===== config.mk =====
export PLATFORM = sky130hd
export DESIGN_NAME = hazard_scoreboard_flat
export DESIGN_NICKNAME = d
export VERILOG_FILES = /design/src/rtl/hazard_scoreboard_pkg.sv /design/src/rtl/hazard_scoreboard_if.sv /design/src/rtl/hazard_slot_pipe.sv /design/src/rtl/hazard_scoreboard.sv /design/src/flat_wrapper.sv
export SDC_FILE = /design/constraint.sdc
export NUM_CORES = 1
export LEC_CHECK = 0
export CAP_MARGIN = 10
export CORE_UTILIZATION = 58
export DETAILED_ROUTE_END_ITERATION = 10
export PLACE_DENSITY = 0.82
export SLEW_MARGIN = 0
export SYNTH_ARGS = -nofsm -noshare
export SYNTH_HDL_FRONTEND = slang
export SYNTH_SLANG_ARGS = --single-unit

===== constraint.sdc =====
create_clock -name clk -period 4.1 [get_ports clk]
set_clock_uncertainty 0.15 [all_clocks]
set_input_delay 0.82 -clock clk [delete_from_list [all_inputs] [get_ports clk]]
set_output_delay 0.82 -clock clk [all_outputs]
set_load 0.05 [all_outputs]

===== src/rtl/hazard_scoreboard_pkg.sv =====
// Shared types for the issue-side hazard scoreboard.
// forw_mux is the operand-select encoding the EX operand muxes decode.
// rv32i_types carries the shadow-slot record and the source-match helpers.
package forw_mux;
    typedef enum logic [1:0] {
        idex_rs1reg_out  = 2'b00,
        exmem_alureg_out = 2'b01,
        regfile_wdata    = 2'b10
    } forw_mux_sel_t;

    // rs2 uses the same "take the ID/EX register value" encoding as rs1.
    localparam forw_mux_sel_t idex_rs2reg_out = idex_rs1reg_out;
endpackage

package rv32i_types;
    import forw_mux::*;

    localparam int NUM_REGS = 32;
    localparam int IDX_W    = 5;
    localparam int CNT_W    = 2;

    // rd is stored as 0 for non-writers, so a slot only ever matches real writers.
    typedef struct packed {
        logic             valid;
        logic [IDX_W-1:0] rd;
        logic             is_load;
    } hz_slot_t;

    function automatic logic slot_match(input hz_slot_t s, input logic use_rs,
                                        input logic [IDX_W-1:0] rs);
        return s.valid && use_rs && (rs != '0) && (s.rd == rs);
    endfunction

    // Youngest in-flight writer wins; WB needs no bypass (write-before-read regfile).
    function automatic forw_mux_sel_t fwd_pick(input hz_slot_t ex, input hz_slot_t mem,
                                               input logic use_rs,
                                               input logic [IDX_W-1:0] rs);
        if (slot_match(ex, use_rs, rs))       return exmem_alureg_out;
        else if (slot_match(mem, use_rs, rs)) return regfile_wdata;
        else                                  return idex_rs1reg_out;
    endfunction
endpackage


===== src/rtl/hazard_scoreboard_if.sv =====
// Pipeline <-> scoreboard bundle: ID issue info, WB retirement, and hazard results.
interface hazard_scoreboard_if;
    import rv32i_types::*;
    import forw_mux::*;

    logic                pipe_freeze;
    logic                id_flush;
    logic                id_valid;
    logic [IDX_W-1:0]    id_rs1;
    logic [IDX_W-1:0]    id_rs2;
    logic                id_use_rs1;
    logic                id_use_rs2;
    logic [IDX_W-1:0]    id_rd;
    logic                id_regfile_ld;
    logic                id_is_load;
    logic                wb_retire;
    logic [IDX_W-1:0]    wb_rd;
    logic                wb_regfile_ld;
    logic                load_use_stall;
    forw_mux_sel_t       rs1_fwd_sel;
    forw_mux_sel_t       rs2_fwd_sel;
    logic [NUM_REGS-1:0] pending_mask;
    logic                sb_err;

    modport master (
        output pipe_freeze, id_flush, id_valid, id_rs1, id_rs2, id_use_rs1, id_use_rs2,
               id_rd, id_regfile_ld, id_is_load, wb_retire, wb_rd, wb_regfile_ld,
        input  load_use_stall, rs1_fwd_sel, rs2_fwd_sel, pending_mask, sb_err
    );

    modport slave (
        input  pipe_freeze, id_flush, id_valid, id_rs1, id_rs2, id_use_rs1, id_use_rs2,
               id_rd, id_regfile_ld, id_is_load, wb_retire, wb_rd, wb_regfile_ld,
        output load_use_stall, rs1_fwd_sel, rs2_fwd_sel, pending_mask, sb_err
    );
endinterface


===== src/rtl/hazard_slot_pipe.sv =====
// Shadow copy of the EX/MEM/WB occupants; advances with the real pipeline.
module hazard_slot_pipe
    import rv32i_types::*;
(
    input  logic     clk,
    input  logic     rst,
    input  logic     advance,
    input  hz_slot_t slot_in,
    output hz_slot_t ex_slot,
    output hz_slot_t mem_slot,
    output hz_slot_t wb_slot
);
    hz_slot_t ex_q, ex_d, mem_q, mem_d, wb_q, wb_d;

    // Shift one stage when the pipeline moves, otherwise hold.
    always_comb begin
        ex_d  = ex_q;
        mem_d = mem_q;
        wb_d  = wb_q;
        if (advance) begin
            ex_d  = slot_in;
            mem_d = ex_q;
            wb_d  = mem_q;
        end
    end

    // Slot registers; reset drops every in-flight entry at once.
    always_ff @(posedge clk) begin
        if (rst) begin
            ex_q  <= '0;
            mem_q <= '0;
            wb_q  <= '0;
        end else begin
            ex_q  <= ex_d;
            mem_q <= mem_d;
            wb_q  <= wb_d;
        end
    end

    assign ex_slot  = ex_q;
    assign mem_slot = mem_q;
    assign wb_slot  = wb_q;
endmodule


===== src/rtl/hazard_scoreboard.sv =====
// Issue-side hazard source: load-use stall, registered forwarding selects,
// per-register pending-writer counts and a sticky consistency checker.
module hazard_scoreboard
    import rv32i_types::*, forw_mux::*;
(
    input  logic clk,
    input  logic rst,
    hazard_scoreboard_if.slave sb
);
    localparam logic [CNT_W-1:0] CNT_MAX = '1;

    hz_slot_t ex_slot, mem_slot, wb_slot, slot_in;
    logic id_live, id_writer, issue, stall, dec_en;
    forw_mux_sel_t rs1_sel_q, rs1_sel_d, rs2_sel_q, rs2_sel_d;
    logic [NUM_REGS-1:0][CNT_W-1:0] cnt_q, cnt_d;
    logic [NUM_REGS-1:0] pend;
    logic err_q, err_d;
    logic unused_slot_bits;

    assign id_live   = sb.id_valid && !sb.id_flush;
    assign id_writer = sb.id_regfile_ld && (sb.id_rd != '0);
    assign stall     = id_live && ex_slot.is_load &&
                       (slot_match(ex_slot, sb.id_use_rs1, sb.id_rs1) ||
                        slot_match(ex_slot, sb.id_use_rs2, sb.id_rs2));
    assign issue     = id_live && !stall && !sb.pipe_freeze;
    assign dec_en    = sb.wb_retire && !sb.pipe_freeze && sb.wb_regfile_ld &&
                       (sb.wb_rd != '0);

    // Record entering EX: the issued instruction or a bubble.
    always_comb begin
        slot_in = '0;
        if (issue) begin
            slot_in.valid   = 1'b1;
            slot_in.rd      = id_writer ? sb.id_rd : '0;
            slot_in.is_load = id_writer && sb.id_is_load;
        end
    end

    hazard_slot_pipe u_slots (
        .clk      (clk),
        .rst      (rst),
        .advance  (!sb.pipe_freeze),
        .slot_in  (slot_in),
        .ex_slot  (ex_slot),
        .mem_slot (mem_slot),
        .wb_slot  (wb_slot)
    );

    // Selects follow the instruction into EX; bubbles read the register value.
    always_comb begin
        rs1_sel_d = rs1_sel_q;
        rs2_sel_d = rs2_sel_q;
        if (!sb.pipe_freeze) begin
            rs1_sel_d = idex_rs1reg_out;
            rs2_sel_d = idex_rs2reg_out;
            if (issue) begin
                rs1_sel_d = fwd_pick(ex_slot, mem_slot, sb.id_use_rs1, sb.id_rs1);
                rs2_sel_d = fwd_pick(ex_slot, mem_slot, sb.id_use_rs2, sb.id_rs2);
            end
        end
    end

    // Pending counters plus underflow/overflow and WB shadow checks.
    always_comb begin
        cnt_d = cnt_q;
        err_d = err_q;
        pend  = '0;
        for (int r = 1; r < NUM_REGS; r++) begin
            logic inc, dec;
            inc = issue && id_writer && (sb.id_rd == IDX_W'(r));
            dec = dec_en && (sb.wb_rd == IDX_W'(r));
            if (inc && !dec) begin
                if (cnt_q[r] == CNT_MAX) err_d = 1'b1;
                else                     cnt_d[r] = cnt_q[r] + 1'b1;
            end else if (dec && !inc) begin
                if (cnt_q[r] == '0) err_d = 1'b1;
                else                cnt_d[r] = cnt_q[r] - 1'b1;
            end
            pend[r] = (cnt_q[r] != '0);
        end
        if (sb.wb_retire &&
            (!wb_slot.valid || (sb.wb_regfile_ld && (wb_slot.rd != sb.wb_rd))))
            err_d = 1'b1;
    end

    // Select, counter and error registers.
    always_ff @(posedge clk) begin
        if (rst) begin
            rs1_sel_q <= idex_rs1reg_out;
            rs2_sel_q <= idex_rs2reg_out;
            cnt_q     <= '0;
            err_q     <= 1'b0;
        end else begin
            rs1_sel_q <= rs1_sel_d;
            rs2_sel_q <= rs2_sel_d;
            cnt_q     <= cnt_d;
            err_q     <= err_d;
        end
    end

    assign unused_slot_bits  = mem_slot.is_load ^ wb_slot.is_load;

    assign sb.load_use_stall = stall;
    assign sb.rs1_fwd_sel    = rs1_sel_q;
    assign sb.rs2_fwd_sel    = rs2_sel_q;
    assign sb.pending_mask   = pend;
    assign sb.sb_err         = err_q;
endmodule


===== src/flat_wrapper.sv =====
// flat-port wrapper written by rule: the top's interface ports become plain ports
module hazard_scoreboard_flat import rv32i_types::*, forw_mux::*;
  (clk, rst, sb_pipe_freeze, sb_id_flush, sb_id_valid, sb_id_rs1, sb_id_rs2, sb_id_use_rs1, sb_id_use_rs2, sb_id_rd, sb_id_regfile_ld, sb_id_is_load, sb_wb_retire, sb_wb_rd, sb_wb_regfile_ld, sb_load_use_stall, sb_rs1_fwd_sel, sb_rs2_fwd_sel, sb_pending_mask, sb_sb_err);
  hazard_scoreboard_if sb_i ();
  input  logic clk;
  input  logic rst;
  input wire logic [$bits(sb_i.pipe_freeze)-1:0] sb_pipe_freeze;
  input wire logic [$bits(sb_i.id_flush)-1:0] sb_id_flush;
  input wire logic [$bits(sb_i.id_valid)-1:0] sb_id_valid;
  input wire logic [$bits(sb_i.id_rs1)-1:0] sb_id_rs1;
  input wire logic [$bits(sb_i.id_rs2)-1:0] sb_id_rs2;
  input wire logic [$bits(sb_i.id_use_rs1)-1:0] sb_id_use_rs1;
  input wire logic [$bits(sb_i.id_use_rs2)-1:0] sb_id_use_rs2;
  input wire logic [$bits(sb_i.id_rd)-1:0] sb_id_rd;
  input wire logic [$bits(sb_i.id_regfile_ld)-1:0] sb_id_regfile_ld;
  input wire logic [$bits(sb_i.id_is_load)-1:0] sb_id_is_load;
  input wire logic [$bits(sb_i.wb_retire)-1:0] sb_wb_retire;
  input wire logic [$bits(sb_i.wb_rd)-1:0] sb_wb_rd;
  input wire logic [$bits(sb_i.wb_regfile_ld)-1:0] sb_wb_regfile_ld;
  output wire logic [$bits(sb_i.load_use_stall)-1:0] sb_load_use_stall;
  output wire logic [$bits(sb_i.rs1_fwd_sel)-1:0] sb_rs1_fwd_sel;
  output wire logic [$bits(sb_i.rs2_fwd_sel)-1:0] sb_rs2_fwd_sel;
  output wire logic [$bits(sb_i.pending_mask)-1:0] sb_pending_mask;
  output wire logic [$bits(sb_i.sb_err)-1:0] sb_sb_err;
  assign sb_i.pipe_freeze = sb_pipe_freeze;
  assign sb_i.id_flush = sb_id_flush;
  assign sb_i.id_valid = sb_id_valid;
  assign sb_i.id_rs1 = sb_id_rs1;
  assign sb_i.id_rs2 = sb_id_rs2;
  assign sb_i.id_use_rs1 = sb_id_use_rs1;
  assign sb_i.id_use_rs2 = sb_id_use_rs2;
  assign sb_i.id_rd = sb_id_rd;
  assign sb_i.id_regfile_ld = sb_id_regfile_ld;
  assign sb_i.id_is_load = sb_id_is_load;
  assign sb_i.wb_retire = sb_wb_retire;
  assign sb_i.wb_rd = sb_wb_rd;
  assign sb_i.wb_regfile_ld = sb_wb_regfile_ld;
  assign sb_load_use_stall = sb_i.load_use_stall;
  assign sb_rs1_fwd_sel = sb_i.rs1_fwd_sel;
  assign sb_rs2_fwd_sel = sb_i.rs2_fwd_sel;
  assign sb_pending_mask = sb_i.pending_mask;
  assign sb_sb_err = sb_i.sb_err;
  hazard_scoreboard u_core (.clk(clk), .rst(rst), .sb(sb_i));
endmodule

After elaboration in Yosys (flattened, before gate mapping)

Index checks and enable logic that the tools add are counted.

Flip-flop bits (word level): 86
Bits of input ports: 31
Word-level logic and storage cells: 865
Output and inout bits: 38

Reduce and logical (&&, ||, !) cells: 345
Equal/unequal tests: 160
Add/sub/neg operators: 62
Mux-type cells: 257

Operators with widths:

| operator              | number |
|---|---|
| $mux W2               | 130 |
| $eq A5 B5 Y1 const B  | 32 |
| $logic_and A1 B1 Y1   | 149 |
| $mux W1               | 125 |
| $reduce_bool A2 Y1    | 62 |
| $reduce_and A3 Y1     | 31 |
| $eq A5 B4 Y1 const B  | 16 |
| $logic_not A1 Y1      | 66 |
| $add A2 B1 Y2 const B | 31 |
| $eq A2 B2 Y1 const B  | 31 |
| $logic_not A2 Y1      | 31 |
| $ne A2 B1 Y1 const B  | 31 |
| $ne A2 B2 Y1 const B  | 31 |
| $sub A2 B1 Y2 const B | 31 |
| $eq A5 B3 Y1 const B  | 8 |
| $eq A5 B2 Y1 const B  | 4 |
| $eq A5 B5 Y1          | 4 |
| $reduce_bool A5 Y1    | 4 |
| $eq A5 B1 Y1 const B  | 2 |
| $mux W7               | 1 |
| $mux W5               | 1 |
| $ne A5 B5 Y1          | 1 |
| $logic_or A1 B1 Y1    | 2 |

Longest topological paths before layout

Depth after elaboration: 105
Mapped depth: 11
Mapped depth without buffers: 9

Cells and area by module

Synthesis repeated with hierarchy kept, for this count alone.

Cell total of the unflattened synthesis: 893
Area total of the unflattened synthesis: 6,702.7 um^2

By module, submodules not included:

| module            | instances | seq. area each (um^2) | cells each | area each (um^2) |
|---|---|---|---|---|
| hazard_scoreboard | 1         | 1,341.3               | 825        | 5,950.7 |
| hazard_slot_pipe  | 1         | 420.4                 | 68         | 752.0 |

Least setup slack after synthesis

OpenSTA, ideal clock, no wires.

Path type: input to output
From: input sb_id_rs1[4]
To: output sb_load_use_stall
Stages on the path: 7
Path slack: 0.655 ns
Data arrival time: 2.475 ns
Required time: 3.130 ns
Path through: xor2_1 nor4_1 nand4_1 a21o_2 inv_1 buf_2 buf_1

Longest elaborated chain between the ends: 5

Ends and longest elaborated chain:

| element               | line                        | RTL |
|---|---|---|
| start: declaration    | flat_wrapper.sv:10          | `input wire logic [$bits(sb_i.id_rs1)-1:0] sb_id_rs1;` |
| $reduce_bool A5 Y1    | hazard_scoreboard_pkg.sv:31 | `return s.valid && use_rs && (rs != '0) && (s.rd == rs);` |
| $logic_and A1 B1 Y1   | hazard_scoreboard_pkg.sv:31 |  |
| $logic_and A1 B1 Y1 * | hazard_scoreboard_pkg.sv:31 |  |
| $logic_or A1 B1 Y1 *  | hazard_scoreboard.sv:23     | `(slot_match(ex_slot, sb.id_use_rs1, sb.id_rs1) \|\|` |
| $logic_and A1 B1 Y1 * | hazard_scoreboard.sv:22     | `assign stall = id_live && ex_slot.is_load &&` |
| end: declaration      | flat_wrapper.sv:20          | `output wire logic [$bits(sb_i.load_use_stall)-1:0] sb_load_use_stall;` |

Mark *: on every way between the ends. The rest lies on a longest branch, timed or not.

Worst setup path after layout

From: input sb_id_rs2[0]
To: output sb_load_use_stall

Longest elaborated chain between the ends: 5

Ends and longest elaborated chain:

| element               | line                        | RTL |
|---|---|---|
| start: declaration    | flat_wrapper.sv:11          | `input wire logic [$bits(sb_i.id_rs2)-1:0] sb_id_rs2;` |
| $reduce_bool A5 Y1    | hazard_scoreboard_pkg.sv:31 |  |
| $logic_and A1 B1 Y1   | hazard_scoreboard_pkg.sv:31 |  |
| $logic_and A1 B1 Y1 * | hazard_scoreboard_pkg.sv:31 |  |
| $logic_or A1 B1 Y1 *  | hazard_scoreboard.sv:23     |  |
| $logic_and A1 B1 Y1 * | hazard_scoreboard.sv:22     |  |

Marks and branches as above.

==> flow_summary.rst <==
.. list-table::
   :header-rows: 1

   * - Metric
     - Value
   * - Count of flip-flops with a built-in enable after synthesis
     - 0
   * - Master cell of the clock root buffer
     - clkbuf_8
   * - Post-Synthesis Net Count
     - between 900 and 1,000
   * - Count of input and output buffers
     - 67
   * - Clock transition at the registers of the reported paths
     - 0.09 ns
   * - Synthesized instance count
     - approximately 880
   * - Average size of a mapped cell
     - just over 7 um2
   * - Combined global-route utilization of all metal layers
     - about 43%
   * - Die Area
     - roughly 11,000 um2
   * - Sequential area share after synthesis
     - between 20% and 30%
   * - # clock sinks
     - 86
   * - Commonest cells after routing, fill and taps aside
     - 130 x nand2_1, 86 x dfxtp_1, 71 x nor2_1, 71 x buf_4, 70 x o21ai_0
   * - Instance count after placement with tap cells included
     - 1,106
   * - Total area of sequential cells
     - around 1700 um2
   * - Maximum net fanout on the critical path
     - 12
   * - Final hold viol count
     - 0
   * - Vertical extent of the die
     - 106 um
   * - Finish-stage setup viols
     - 0
   * - Startpoint of the worst-slack reg-to-reg timing path
     - u_core.u_slots.ex_slot[5]
   * - Layout cell share with drive strength beyond 1
     - between 10 and 15%
   * - Final Wtd Congestion
     - between 1 and 1.5
   * - Fin. max-slew vios
     - 0
   * - Worst Setup Path Type
     - input pin to output port
   * - Number of unique standard cell types used by synthesis
     - just under 70
   * - P&R area growth vs syn
     - 21.9%
   * - Overall via count from detail_route
     - 7,616
   * - Starting utilization of the core area
     - between 60% and 70%
   * - Critical Path End
     - sb_load_use_stall
   * - Count of unresolved DRC violations after routing
     - 0
   * - Post-route ant nets
     - 0
   * - Min cycle time layout
     - ~4 ns
   * - Number of nets in the layout
     - 1,012
   * - Vias/cell
     - 6.79
   * - Row count
     - 37
   * - Worst max-slew margin expressed relative to the limit
     - a little under two fifths
   * - Mapped cell area
     - 6260 um2
   * - Fin Setup TNS
     - 0 ns
   * - Multi-input logic area
     - 4310 um2
   * - Worst setup slack for register-to-register paths
     - 0.97 ns
   * - Worst-margin pin slew
     - 0.949 ns
   * - Launching element of the worst setup path
     - sb_id_rs2[0]
   * - Worst endpoint data arrival time
     - ~3.0 ns
   * - Wire length per cell after detailed routing
     - approximately 21 um
   * - Worst setup SP type
     - input pin
   * - CORE AREA
     - approximately 10,000 um2
   * - Global-route wire length before repair
     - around 37,000 um
   * - CTS tree
     - yes
   * - Max H-tree Level
     - 3
   * - Share of the cycle needed by the critical path after routing
     - between 90% and 100%
   * - Max capacitance violation total
     - 0
   * - Reg2reg end
     - u_core.sb.sb_err
   * - Synth async-reset ratio
     - 0%
   * - Endpoint kind of the worst setup timing path
     - output port
   * - Run status
     - finished, final reports clean
   * - Fillers
     - 812
   * - Commonest non-fill, non-tap cell in the layout
     - nand2_1
   * - Number of antenna violations at the first check in global routing
     - 0
   * - Width of the chip
     - approximately 110 um
   * - Ports placed on the boundary
     - 69
   * - Sum of overflow across all layers after global routing
     - 0
   * - Most used flip-flop cell after synthesis
     - dfxtp_1
   * - Pwr Density
     - roughly 220 nW/um2
   * - Source-to-sink clock delay at the later pin of the worst-skew pair
     - between 0.3 and 0.4 ns
   * - Setup repair after global routing missed its margin
     - false
   * - Clock buffer count from CTS
     - 9
   * - Achievable clock frequency
     - about 0.25 GHz
   * - ANT cells
     - 0
   * - Worst Reg-to-Reg Cells
     - 9
   * - Max Root-Sink Buffers
     - 2
   * - Number of register bits inferred by synthesis
     - 86
   * - First-pass detailed-route iteration total
     - 6
   * - Synthesis Warnings
     - 0
   * - Drt total wl
     - between 20,000 and 25,000 um
   * - Number of global-route vias before repair
     - between 7,000 and 8,000
   * - Leakage power
     - ~0.0026 uW
   * - Pin count of the biggest net entering global routing
     - 87
   * - Hold Path Class
     - register to register
   * - Critical path data required time
     - about 3.1 ns
   * - Worst VDD drop
     - ~270 uV
   * - Violation count after the first detailed-routing iteration
     - roughly 1,100
   * - Estimated wirelength of the detail-placed design
     - 18,200 um
   * - Post-Layout Cell Count
     - approximately 1,100
## registers in the layout (all words and copies together), names as in the netlist
| name | flops |
|---|---|
| u_core.sb.rs2_fwd_sel | 2 |
| u_core.u_slots.wb_slot | 6 |
| u_core.sb.rs1_fwd_sel | 2 |
| u_core.u_slots.mem_slot | 6 |
| u_core.sb.sb_err | 1 |
| u_core.u_slots.ex_slot | 7 |
| u_core.cnt_q | 62 |
## repair_timing
item	4_1_cts	5_1_grt
endpoints found under the hold margin	0	0
buffers inserted	0	0
hold buffers	0	0
setup endpoints to repair	1	0
gates resized for setup	1	0
## routing by layer
| metal | track usage [%] | vias to the layer above | share of wire [%] | wire, um |
|---|---|---|---|---|
| met5 | 0 | - | 0 | 0 |
| met1 | 53.0 | 3547 | 38 | 9180 |
| met3 | 8.71 | 115 | 11 | 2570 |
| li1 | - | 3443 | - | - |
| met4 | 26.8 | 0 | 6.2 | 1480 |
| met2 | 68.2 | 511 | 45 | 10600 |
## per-stage QoR
stage          hold slack, ns  total power [uW]  setup slack [ns]  cell area [um2]  util (%)
2_1_floorplan           0.313               977             0.655             6260         -
3_3_place_gp            0.303              1070            -0.460             7430      71.4
3_5_place_dp            0.312              1070            -0.431             7430      71.4
4_1_cts                 0.326              1680             0.169             7640      73.3
5_1_grt                 0.355              1740            0.0459             7640      73.3
6_report                0.322              1690             0.118             7640      73.3
## worst min path at each step
stage	startpoint	end	slack (ns)	cells after the start
detailed placement	u_core.sb.rs1_fwd_sel[1]	u_core.sb.rs1_fwd_sel[1]	0.31	2
finish	u_core.sb.rs1_fwd_sel[1]	u_core.sb.rs1_fwd_sel[1]	0.32	2
global route	u_core.sb.rs1_fwd_sel[1]	u_core.sb.rs1_fwd_sel[1]	0.35	2
CTS	u_core.sb.rs1_fwd_sel[1]	u_core.sb.rs1_fwd_sel[1]	0.33	2
floorplan	u_core.cnt_q[13]	u_core.cnt_q[12]	0.31	2
global placement	u_core.sb.rs2_fwd_sel[1]	u_core.sb.rs2_fwd_sel[1]	0.30	2
## critical path, stage by stage
cell and delay, ns:
clkdlybuf4s50_1 0.49, xor2_1 0.18, nor4_1 0.30, nand4_1 0.18
a21o_2 0.23, inv_1 0.35, buf_4 0.30, buf_12 0.16
## cells in the mapped netlist (7+ instances only)
cell / count / area (um2)
nand4_1: 23 / 144
nand3_1: 32 / 160
nor2_1: 71 / 267
a21o_1: 13 / 97.6
inv_1: 7 / 26.3
nand3b_1: 25 / 188
nand2_1: 130 / 488
o31ai_1: 15 / 113
a21oi_1: 69 / 345
o211ai_1: 10 / 75.1
o22ai_1: 8 / 50.1
nor4_1: 18 / 113
mux2i_1: 13 / 130
nand2b_1: 16 / 100
or3_1: 14 / 87.6
clkbuf_1: 28 / 105
xor2_1: 12 / 105
nor3_1: 42 / 210
a31oi_1: 13 / 81.3
o21ai_0: 70 / 350
xnor2_1: 13 / 114
buf_2: 7 / 35.0
dfxtp_1: 86 / 1720
or2_2: 34 / 213
## logic make-up after synthesis
kind of cell | synth area share, %
mux | 2.08
simple gates | 39.2
compound gates | 23.9
flops | 27.5
buf+inv | 3.76
other cells | 0.0599
xor+xnor | 3.50
## report_power, final
group,switching (uW),internal (uW)
Clock,345,282
Combinational,133,84.9
Sequential,4.93,838
Total,483,1210
## layout make-up
| class | count | area share [%] |
|---|---|---|
| sequential | 86 | 22.5 |
| multi-input combinational | 739 | 56.5 |
| timing repair buffer | 138 | 15.8 |
| inverter | 7 | 0.344 |
| clock inverter | 7 | 0.950 |
| tap | 136 | 2.23 |
| clock buffer | 9 | 1.62 |
Note: power is estimated with default switching activity, not from simulation.
